`src/rtl/deserializer_if.sv`:
```
// Beat-in / word-out handshake bundle for the deserializer.
// state_dbg mirrors the assembly FSM (0 = COLLECT, 1 = STALL).
interface deserializer_if #(
    parameter int depth = 1,
    parameter int width = 1
);
    logic [width-1:0]       serial_in;
    logic                   serial_valid;
    logic                   serial_ready;
    logic [depth*width-1:0] parallel_out;
    logic                   parallel_valid;
    logic                   parallel_ready;
    logic                   busy;
    logic                   state_dbg;

    // Both ports are valid/ready: a transfer happens on a rising edge where
    // valid and ready are both high; ready never depends on valid, and a
    // producer holds valid and data steady until the transfer happens.
    modport master (
        output serial_in, serial_valid, parallel_ready,
        input  serial_ready, parallel_out, parallel_valid, busy, state_dbg
    );
    modport slave (
        input  serial_in, serial_valid, parallel_ready,
        output serial_ready, parallel_out, parallel_valid, busy, state_dbg
    );
endinterface

```
`src/rtl/deserializer.sv`:
```
// Gathers depth beats of width bits (first beat = LSB slice) into one word, double-buffered.
// Optional synchronous partial-word flush: define DESERIALIZER_FLUSH_EN.
module deserializer #(
    parameter int depth = 1,
    parameter int width = 1
) (
    input  logic clock,
    input  logic reset,
`ifdef DESERIALIZER_FLUSH_EN
    input  logic flush,
`endif
    deserializer_if.slave bus
);
    localparam int CW = (depth > 1) ? $clog2(depth) : 1;
    localparam logic [CW-1:0] LAST = CW'(depth - 1);

    typedef enum logic {
        COLLECT = 1'b0,
        STALL   = 1'b1
    } state_t;

    state_t                 r_state;
    logic [CW-1:0]          r_cnt;
    logic [depth*width-1:0] r_asm;
    logic [depth*width-1:0] r_out;
    logic                   r_out_valid;

    logic                   w_beat_acc;
    logic                   w_out_hs;
    logic                   w_last;
    logic                   w_flush;
    logic [depth*width-1:0] w_word;

`ifdef DESERIALIZER_FLUSH_EN
    assign w_flush = flush;
`else
    assign w_flush = 1'b0;
`endif

    assign bus.serial_ready   = (r_state == COLLECT);
    assign bus.parallel_out   = r_out;
    assign bus.parallel_valid = r_out_valid;
    assign bus.busy           = (r_cnt != '0) || (r_state == STALL);
    assign bus.state_dbg      = r_state;

    assign w_beat_acc = bus.serial_valid && (r_state == COLLECT);
    assign w_out_hs   = r_out_valid && bus.parallel_ready;
    assign w_last     = (r_cnt == LAST);

    // Completed word as it would look with the incoming beat in the top slice.
    always_comb begin
        w_word = r_asm;
        w_word[(depth-1)*width +: width] = bus.serial_in;
    end

    always_ff @(posedge clock or posedge reset) begin
        if (reset) begin
            r_state     <= COLLECT;
            r_cnt       <= '0;
            r_asm       <= '0;
            r_out       <= '0;
            r_out_valid <= 1'b0;
        end else begin
            if (w_out_hs)
                r_out_valid <= 1'b0;
            case (r_state)
                COLLECT: begin
                    if (w_beat_acc && !w_flush) begin
                        if (!w_last) begin
                            r_asm[int'(r_cnt)*width +: width] <= bus.serial_in;
                            r_cnt <= r_cnt + 1'b1;
                        end else if (!r_out_valid || w_out_hs) begin
                            r_out       <= w_word;
                            r_out_valid <= 1'b1;
                            r_cnt       <= '0;
                        end else begin
                            r_asm[(depth-1)*width +: width] <= bus.serial_in;
                            r_state <= STALL;
                        end
                    end
                end
                STALL: begin
                    if (w_out_hs) begin
                        if (!w_flush) begin
                            r_out       <= r_asm;
                            r_out_valid <= 1'b1;
                        end
                        r_state <= COLLECT;
                        r_cnt   <= '0;
                    end
                end
                default: r_state <= COLLECT;
            endcase
            // Flush drops the partial/held assembly word but leaves the output slot alone.
            if (w_flush) begin
                r_cnt   <= '0;
                r_state <= COLLECT;
            end
        end
    end
endmodule

```
`src/flat_wrapper.sv`:
```
// flat-port wrapper written by rule: the top's interface ports become plain ports
module deserializer_flat 
#(
    parameter int depth = 1,
    parameter int width = 1
)
  (clock, reset, bus_serial_in, bus_serial_valid, bus_parallel_ready, bus_serial_ready, bus_parallel_out, bus_parallel_valid, bus_busy, bus_state_dbg);
  deserializer_if #(.depth(depth), .width(width)) bus_i ();
  input  logic clock;
  input  logic reset;
  input wire logic [$bits(bus_i.serial_in)-1:0] bus_serial_in;
  input wire logic [$bits(bus_i.serial_valid)-1:0] bus_serial_valid;
  input wire logic [$bits(bus_i.parallel_ready)-1:0] bus_parallel_ready;
  output wire logic [$bits(bus_i.serial_ready)-1:0] bus_serial_ready;
  output wire logic [$bits(bus_i.parallel_out)-1:0] bus_parallel_out;
  output wire logic [$bits(bus_i.parallel_valid)-1:0] bus_parallel_valid;
  output wire logic [$bits(bus_i.busy)-1:0] bus_busy;
  output wire logic [$bits(bus_i.state_dbg)-1:0] bus_state_dbg;
  assign bus_i.serial_in = bus_serial_in;
  assign bus_i.serial_valid = bus_serial_valid;
  assign bus_i.parallel_ready = bus_parallel_ready;
  assign bus_serial_ready = bus_i.serial_ready;
  assign bus_parallel_out = bus_i.parallel_out;
  assign bus_parallel_valid = bus_i.parallel_valid;
  assign bus_busy = bus_i.busy;
  assign bus_state_dbg = bus_i.state_dbg;
  deserializer #(.depth(depth), .width(width)) u_core (.clock(clock), .reset(reset), .bus(bus_i));
endmodule
```
`config.mk`:
```
export PLATFORM = sky130hd
export DESIGN_NAME = deserializer_flat
export DESIGN_NICKNAME = d
export VERILOG_FILES = /design/src/rtl/deserializer_if.sv /design/src/rtl/deserializer.sv /design/src/flat_wrapper.sv
export SDC_FILE = /design/constraint.sdc
export NUM_CORES = 1
export LEC_CHECK = 0
export BUFFER_PORTS_ARGS = -buffer_cell sky130_fd_sc_hd__buf_2
export CORE_AREA = 8 8 45 47
export CTS_BUF_LIST = sky130_fd_sc_hd__clkbuf_2 sky130_fd_sc_hd__clkbuf_4 sky130_fd_sc_hd__clkbuf_8
export CTS_CLUSTER_DIAMETER = 40
export DETAILED_ROUTE_END_ITERATION = 8
export DIE_AREA = 0 0 53 55
export GPL_ROUTABILITY_DRIVEN = 0
export PLACE_DENSITY_LB_ADDON = 0.15
export SKIP_CTS_REPAIR_TIMING = 1
export SLEW_MARGIN = 40
export SYNTH_ARGS = -nofsm -noshare
export SYNTH_HDL_FRONTEND = slang
export SYNTH_SLANG_ARGS = --single-unit
export TNS_END_PERCENT = 5
```
`constraint.sdc`:
```
create_clock -name clock -period 1.3 [get_ports clock]
set_input_delay 0.13 -clock clock [delete_from_list [all_inputs] [get_ports clock]]
set_output_delay 0.13 -clock clock [all_outputs]
set_load 0.01 [all_outputs]
```
Yosys cells after proc, flatten, opt, wreduce, memory -nomap -nowiden. Index checks and enable logic that the tools add are counted. Widths: inputs -> output; s select.

Flip-flop bits (word level): 5. Bits of input ports: 5. Output and inout bits: 5. Logic and storage cells: 46.

$add $sub $neg: 2. Equality and inequality tests: 5. Shift-type cells: 2. Multiplexer cells: 23. Bitwise operators: 1. Reduce and logical (&&, ||, !) cells: 8.

Operators with widths (number): $neg 1->33 (1); $shift 1x33->1 const A (1); $shiftx 1x33->1 (1); $mux 1 (18); $pmux 1 s2 (4); $ne 2x1->1 const B (3); $ne 2x2->1 const B (2); $reduce_and 4->1 (1); $reduce_and 3->1 (1); $logic_and 1x1->1 (2); $logic_or 1x1->1 (2); $reduce_and 2->1 (1); $add 1x1->1 const B (1); $bwmux 1 (1); $logic_not 1->1 (1); $not 1->1 (1).

Depth between registers and ports, before layout. Gate-level depths: netlist of run 1.

Depth in word-level cells: 6. Mapped depth: 3. Depth with buffers taken out: 3.

Least setup slack after synthesis of run 1. Ideal clock, no wire load.

Path kind: reg2reg. From: register u_core.r_state (netlist: u_core.bus.state_dbg). To: register u_core.r_out (netlist: u_core.bus.parallel_out). Setup time: 0.125 ns. Data arrival time: 1.073 ns. Data required time: 1.175 ns. Path slack: 0.102 ns. Cell stages (with the launch flop): 3. Path buffers: 0. Path through: dfrtp_1 > mux2_2 > mux2_4.

Word-level cells in the longest chain between the ends: 4. Elaborated cells between the ends (all ways): 8. Those cells by class: eq/ne: 4; mux: 1; bitwise: 1; reduce/logical: 2.

Ends and longest elaborated chain: from (decl) (RTL line deserializer.sv:22) `state_t r_state;`; from (signal assigned) (RTL line deserializer.sv:58) `r_state <= COLLECT;`; from (signal assigned) (RTL line deserializer.sv:78) `r_state <= STALL;`; from (signal assigned) (RTL line deserializer.sv:88) `r_state <= COLLECT;`; $not 1->1 (no line); $logic_and 1x1->1 (RTL line deserializer.sv:46) `assign w_beat_acc = bus.serial_valid && (r_state == COLLECT);`; $ne 2x1->1 (no line); $reduce_and 4->1 (no line); to (signal assigned) (RTL line deserializer.sv:73) `r_out <= w_word;`; to (signal assigned) (RTL line deserializer.sv:85) `r_out <= r_asm;`; to (decl) (RTL line deserializer.sv:25) `logic [depth*width-1:0] r_out;`.

Several ways; a longest one is shown, not always the timed one. A chain may end at the register's enable or synchronous reset.

Worst setup path in the final report of run 1. Ends and elaborated chain as after synthesis.

==> results.md, run 1 <==
Run status:
- The run finished with clean final reports.

Placement:
- The detailed-placement wirelength estimate is 407.1 um.
- The quantity of I/O buffers inserted on ports is 9.
- The instance area at placement is 262.8 sq um.

Floorplanning:
- The area of the core region is 1384 sq um.
- The die is 53 um wide.
- Once the floorplan was initialized, standard cells occupied 14.83% of the core.
- The number of top-level pins is 10.
- The die is 55 um tall.
- The total die area is 2915 sq um.
- Row generation in the floorplan step produced 14 rows.

Synth:
- A synthesized cell averages 10.80 sq um.
- Synthesis produced 19 cells.
- Sequential elements use 48.78% of the synthesized area.
- The synthesized netlist devotes 4.268% of its cell area to simple gates.
- The adder-cell share of the synthesized area is 0%.
- The xor and xnor fraction of the mapped netlist area is 0%.
- Yosys printed 0 warnings.
- The distinct cell type count of the synthesized netlist is 11.
- The synthesized area is 205.2 sq um.
- The largest family of logic cells by synthesized area is multiplexers.
- The mux contribution to synthesized area is 23.17%.
- Synthesis inferred 4 register bits.
- The post-synth net total is 24.
- The compound-cell area share of the yosys netlist is 12.80%.

Timing:
- For the pin with the worst max-slew slack, the measured transition is 244.7 ps.
- Setup repair after global routing left no endpoint under its margin.
- The post-route clock period utilization is 91.81%.
- The final total negative setup slack is 0 ps.
- After layout, the minimum clock period comes to around 1200 ps.
- The timing-limited maximum frequency is between 0.8 and 0.9 GHz.
- The final hold violation count is 0.
- Clock skew on the completed layout was measured at 1.215 ps.
- The number of max-slew violations in the final report is 0.
- Setup violations remaining at the end of the flow were counted as 0.
- The worst slack on hold paths is around 130 ps.
- The worst-case headroom to the max-slew limit is 83.69%.

Clock network:
- The clock latency on the worst-skew pair is between 200 and 250 ps.
- Clock-pin slew was measured on the worst setup and hold paths at approximately 40 ps.
- The root buffer cell chosen for the clock tree is sky130_fd_sc_hd__clkbuf_4.
- Clock tree synthesis inserted a total of 3 buffers.
- CTS saw 4 sinks.
- The deepest clock path buffer count is 2.
- CTS built an H-tree with a depth of 1.
- The clock tree from TritonCTS is built.

Global routing:
- Entering global routing, the biggest net connects 9 pins.
- The initial antenna violation count is 0.
- Global routing used 4.431% of the available tracks across all layers.
- The number of global-route vias before repair came to 184.
- The total congestion overflow after global routing is 0.
- The wire length of the first global-routing pass is 834 um.

Finish:
- The multi-input combinational cell area is 82.58 sq um.
- The combined flip-flop and latch cell area is 100.1 sq um.
- Cells with a size suffix above 1 make up 51.61% of the layout.
- Measured on the finished design, the core utilization comes to 21.34%.
- The layout has 155 filler cells.
- The synthesis-to-layout area growth is 43.90%.
- The total inserted antenna cells is 0.
- The total number of nets in the final design is 38.
- The finished cells cover 295.3 sq um.

Pwr:
- The relative contribution of the clock network to total power is 21.7%.
- The part of the total power dissipated in sequential elements is 37.7%.
- The share of power burned in combinational logic is 40.6%.
- The net switching power of the design is 0.0002485 W.
- Of the total power, the share spent switching nets is 35.61%.
- The total power consumption of the routed design is 0.0006979 W.
- The internal portion of the total power is 0.0004494 W.
- The worst-case IR drop observed on VDD is ~0.00054 V.
- Dividing total power by cell area gives a power density of 2363 nW/um^2.
- The static leakage is between 0.15 and 0.2 nW.

Worst setup path:
- For the worst setup path, the data arrival time is 1310 ps.
- At the worst endpoint, the required time is 1410 ps.
- The critical path class is flop to flop.
- The critical path startpoint category is a flop.
- The worst-case reg-to-reg path depth is 2.
- STA classifies the critical path endpoint as a flop.
- The largest fanout on the critical path is 8.

Worst hold path:
- The path type of the worst min-delay path is primary input to flop.
- The worst hold path passes through 2 cells.

Routing:
- The overall via count from detail_route is 177.
- The average routed wire per standard cell is 10.30 um.
- For this run, design rule violations remaining after detail routing come to 0.
- For this block, the routed nets add up to 484 um of wire.
- Signal routing reaches up to met3.
- The total length of routed met2 wires is 161 um.
- The routed metal-1 wirelength is 240 um.
- After detailed routing, the met3 layer carries between 80 and 90 um of wire.
- The detailed-router iteration count before antenna repair is 2.
- The post-detailed-route via-to-cell ratio is 3.766.
- In this run the remaining antenna-violating nets after routing total 0.
- In this run, the number of DRC markers left after iteration 0 of detailed routing was 1.

Run:
- Max-cap violations in this run came to 0.
[cells in the final DEF, fill, tap and decap left out]
cell                            synthesis  final
sky130_fd_sc_hd__a21oi_2                1      1
sky130_fd_sc_hd__a22oi_1                1      1
sky130_fd_sc_hd__buf_2                  0      9
sky130_fd_sc_hd__clkbuf_4               0      3
sky130_fd_sc_hd__dfrtp_1                4      4
sky130_fd_sc_hd__dlygate4sd3_1          0      1
sky130_fd_sc_hd__inv_1                  4      4
sky130_fd_sc_hd__mux2_2                 2      2
sky130_fd_sc_hd__mux2_4                 1      1
sky130_fd_sc_hd__mux2i_1                1      1
sky130_fd_sc_hd__nand2_1                1      1
sky130_fd_sc_hd__nor3_1                 1      1
sky130_fd_sc_hd__o21ai_0                2      2
[power groups by stage]
stage / Clock (W) / Sequential [W] / Combinational [W]
after global routing: 0.000178 / 0.000282 / 0.000313
final: 0.000152 / 0.000263 / 0.000283
after floorplan: 0 / 0.000275 / 0.000182
after global placement: 0 / 0.000261 / 0.000294
after CTS: 0.000163 / 0.000267 / 0.000289
after detailed placement: 0 / 0.000265 / 0.000291
[layout make-up]
class                   count  area share [%]
repair buffers             10           18.64
well taps                  16           6.780
inverters                   4           5.085
clock buffers               3           7.627
flip-flops and latches      4           33.90
multi-input cells          10           27.97
[stage by stage]
stage | std cells | setup WS, ps
after global placement | 43 | 125.6
after global routing | 47 | 23.06
final | 47 | 106.4
after detailed placement | 43 | 91.57
after CTS | 46 | 87.03
after floorplan | 19 | 102.2
[per-layer routing]
layer | vias to the layer above | global-route usage (%)
met1 | 80 | 5.030
met5 | - | 0
met3 | 0 | 4.545
met4 | 0 | 3.879
li1 | 88 | -
met2 | 9 | 4.297
[flip-flops by register name (all words and copies together), names as in the netlist]
name                       count
u_core.bus.parallel_out        1
u_core.bus.parallel_valid      1
u_core.bus.state_dbg           1
u_core.r_asm                   1
[kinds of logic (layout without fill, tap and decap cells)]
| kind of cell | count (synthesis) | count (layout) |
|---|---|---|
| flops | 4 | 4 |
| compound gates | 4 | 4 |
| buf+inv | 5 | 17 |
| mux | 4 | 4 |
| simple gates | 2 | 2 |
[synth_stat cells]
library cell              number  share of area [%]
sky130_fd_sc_hd__dfrtp_1       4                 49
sky130_fd_sc_hd__a22oi_1       1                3.7
sky130_fd_sc_hd__mux2_4        1                7.3
sky130_fd_sc_hd__inv_1         4                7.3
sky130_fd_sc_hd__mux2_2        2                 11
sky130_fd_sc_hd__mux2i_1       1                4.9
sky130_fd_sc_hd__nand2_1       1                1.8
sky130_fd_sc_hd__nor3_1        1                2.4
sky130_fd_sc_hd__buf_4         1                3.7
sky130_fd_sc_hd__a21oi_2       1                4.3
sky130_fd_sc_hd__o21ai_0       2                4.9
[worst paths after layout]
kind	startpoint	to	slack [ps]
max	u_core.bus.state_dbg	u_core.bus.parallel_out	110
min	bus_parallel_ready	u_core.bus.state_dbg	130
max reg2reg	u_core.bus.state_dbg	u_core.bus.parallel_out	110
min reg2reg	u_core.r_asm	u_core.r_asm	500
max in group asynchronous	reset	u_core.bus.state_dbg	830
min in group asynchronous	reset	u_core.bus.parallel_out	320
[worst max-delay path: stages (launching register included)]
cell and delay, ps:
sky130_fd_sc_hd__dfrtp_1 470, sky130_fd_sc_hd__mux2_2 360, sky130_fd_sc_hd__mux2_4 250
Power figures use the tool's default switching activity.
==> inputs of run 2 (changes only) <==
- PLACE_DENSITY_LB_ADDON: 0.15 -> unset
==> run 2 against run 1 <==
Compared with the run above:
- first-iteration DRC count grew to 3.0 times the previous value
- final cell count did not move
- sequential power hardly changed
- setup slack better by 9.3 ps
- clock skew shrank 1.2 ps
- largest cell class unchanged
- largest power group unchanged
==> results.md, run 2 (synthesis gave the netlist of run 1 again) <==
Pwr:
- The static leakage is 0.1519 nW (-0.57%).
- The power density of the placed cells came to 2362 nW/um^2 (about the same).
- The maximum VDD drop is 0.0004307 V (-20%).
- The total power consumption of the routed design is 0.0007003 W (+0.34%).

Worst setup path:
- The worst setup path is captured at a flop.
- The arrival time of data at the critical path endpoint is 1300 ps (about the same).
- The worst-case reg-to-reg path depth was 2 (unchanged).
- The critical path startpoint category is a flop.
- The largest fanout on the critical path is 8 (unchanged).
- The critical path class is flop to flop.
- The data required time at the worst endpoint is 1410 ps (about the same).
- The minimum setup slack among reg-to-reg paths was 120 ps (about the same).

Routing:
- The post-detailed-route via-to-cell ratio is 3.681 (-2.3%).
- The average routed wire per standard cell is 9.957 um (-3.3%).
- The post-detailed-routing wire length came to 468 um (-3.3%).
- The detailed-router iteration count before antenna repair is 2 (unchanged).
- The residual DRC count is 0 (unchanged).
- The number of nets with antenna violations after routing is 0 (unchanged).
- The overall via count from detail_route is 173 (-2.3%).
- The number of violations reported at the end of detailed-routing iteration 0 was 3 (+2).

Finish:
- The total inserted antenna cells came to 0 (unchanged).
- The design area is 296.5 sq um (+0.42%).
- The ratio of cells with drive above 1 in the final layout is 54.84% (+3.2 points).
- Compared with the post-synthesis result, the final layout area differs by 44.51%.
- Leaving out fill and tap cells, the most frequent cells in the layout are 9 x sky130_fd_sc_hd__buf_2, 4 x sky130_fd_sc_hd__inv_1, 3 x sky130_fd_sc_hd__clkbuf_4, 3 x sky130_fd_sc_hd__dfrtp_1.
- The library cell used most frequently in the layout, excluding fill and tap cells, is sky130_fd_sc_hd__buf_2.
- The total number of nets in the final design is 38 (unchanged).

Global routing:
- The largest net degree at the start of global routing is 9 (unchanged).
- The wire length of the first global-routing pass was 745 um (-11%).
- The aggregate global-route resource usage is 4.162% (-0.27 points).
- The total congestion overflow after global routing was 0 (unchanged).
- The initial antenna violation count is 0 (unchanged).
- The number of global-route vias before repair was 177 (-3.8%).

Clock network:
- The register clock-pin slew on the reported worst setup and hold paths is 40 ps (about the same).
- The clock root buffer is sky130_fd_sc_hd__clkbuf_4.
- The number of H-tree levels is 1 (unchanged).
- The clock tree from TritonCTS is built.
- The clock latency on the worst-skew pair is 230 ps (about the same).
- The number of buffers inserted during clock tree synthesis is 3 (unchanged).
- The deepest clock path buffer count is 2 (unchanged).
- The clock sink count is 4 (unchanged).

Timing:
- The worst-case headroom to the max-slew limit was 85.00% (+1.3 points).
- Setup repair after global routing left no endpoint under its margin.
- The transition at the pin with the smallest max-transition slack is 224.9 ps (-19.73 ps).
- The post-route clock period utilization is 91.10% (-0.71 points).
- The setup violation total in the final timing report is 0 (unchanged).
- The timing-limited maximum frequency is 0.8444 GHz (+0.78%).
- The final total negative setup slack is 0 ps (unchanged).
- The setup skew after layout came to 0.06149 ps (-1.153 ps).
- The minimum clock period after layout is 1184 ps (-9.252 ps).
- The final hold violation count is 0 (unchanged).
- The number of max-slew violations in the final report is 0 (unchanged).

Worst hold path:
- The number of cells on the worst hold path was 2 (unchanged).
- The tightest min-delay check is of the primary input to flop type.

Floorplanning:
- The starting utilization of the core area is 14.83% (unchanged).
- The die width was 53 um (unchanged).
- The chip height was 55 um (unchanged).
- The total die area is 2915 sq um (unchanged).
- The count of standard-cell rows is 14 (unchanged).
- The number of top-level pins is 10 (unchanged).
- The area of the core region is 1384 sq um (unchanged).

Placement:
- The instance area at placement came to 262.8 sq um (unchanged).
- The quantity of I/O buffers inserted on ports came to 9 (unchanged).
- The detailed-placement wirelength estimate came to 381 um (-6.4%).

Run:
- The number of max-capacitance violations reported came to 0 (unchanged).

Run status:
- The flow ran to the end, and the final reports show no timing, DRC or antenna violations.
-- run 2: critical path, stage by stage (launching register included) --
cell and delay (ps):
sky130_fd_sc_hd__dfrtp_1 450, sky130_fd_sc_hd__mux2_2 360, sky130_fd_sc_hd__mux2_4 250
-- run 2: power breakdown --
part,total (W),internal [W],switching (W),leakage (nW)
Combinational,0.000288,0.000158,0.000130,0.0918
Clock,0.000152,0.000103,0.0000485,0.0138
Sequential,0.000260,0.000192,0.0000685,0.0463
Total,0.000700,0.000453,0.000247,0.152
-- run 2: path summary, 6_finish.rpt --
| check | start | to |
|---|---|---|
| setup / recovery | u_core.bus.state_dbg | u_core.bus.parallel_out |
| hold / removal | bus_parallel_ready | u_core.bus.state_dbg |
| setup reg to reg | u_core.bus.state_dbg | u_core.bus.parallel_out |
| hold reg to reg | u_core.r_asm | u_core.r_asm |
| max in group asynchronous | reset | u_core.bus.parallel_valid |
| min in group asynchronous | reset | u_core.bus.parallel_out |
-- run 2: routing by layer --
metal | vias to the layer above | GRT usage (%) | part of all wire [%]
met1 | 79 | 3.976 | 39
met2 | 6 | 4.688 | 47
met3 | 0 | 3.743 | 14
met4 | 0 | 5.172 | 0
li1 | 88 | - | -
met5 | - | 0 | 0
-- run 2: layout make-up --
type	instances	area, sq um
Fill cell	159	1087
Sequential cell	4	101.3
Multi-Input combinational cell	10	82.58
Timing Repair Buffer	10	55.05
Clock buffer	3	22.52
Tap cell	16	20.02
Inverter	4	15.01
-- run 2: metrics by stage --
step                      util (%)  instances  hold slack [ps]  setup slack (ps)
final                        21.43         47            123.9             115.7
after global routing         21.43         47            122.1             62.97
after CTS                    20.61         46           -232.1             109.4
after detailed placement     18.99         43            21.47             116.8
after global placement       18.99         43            17.40             131.1
after floorplan                  -         19           -103.9             102.2
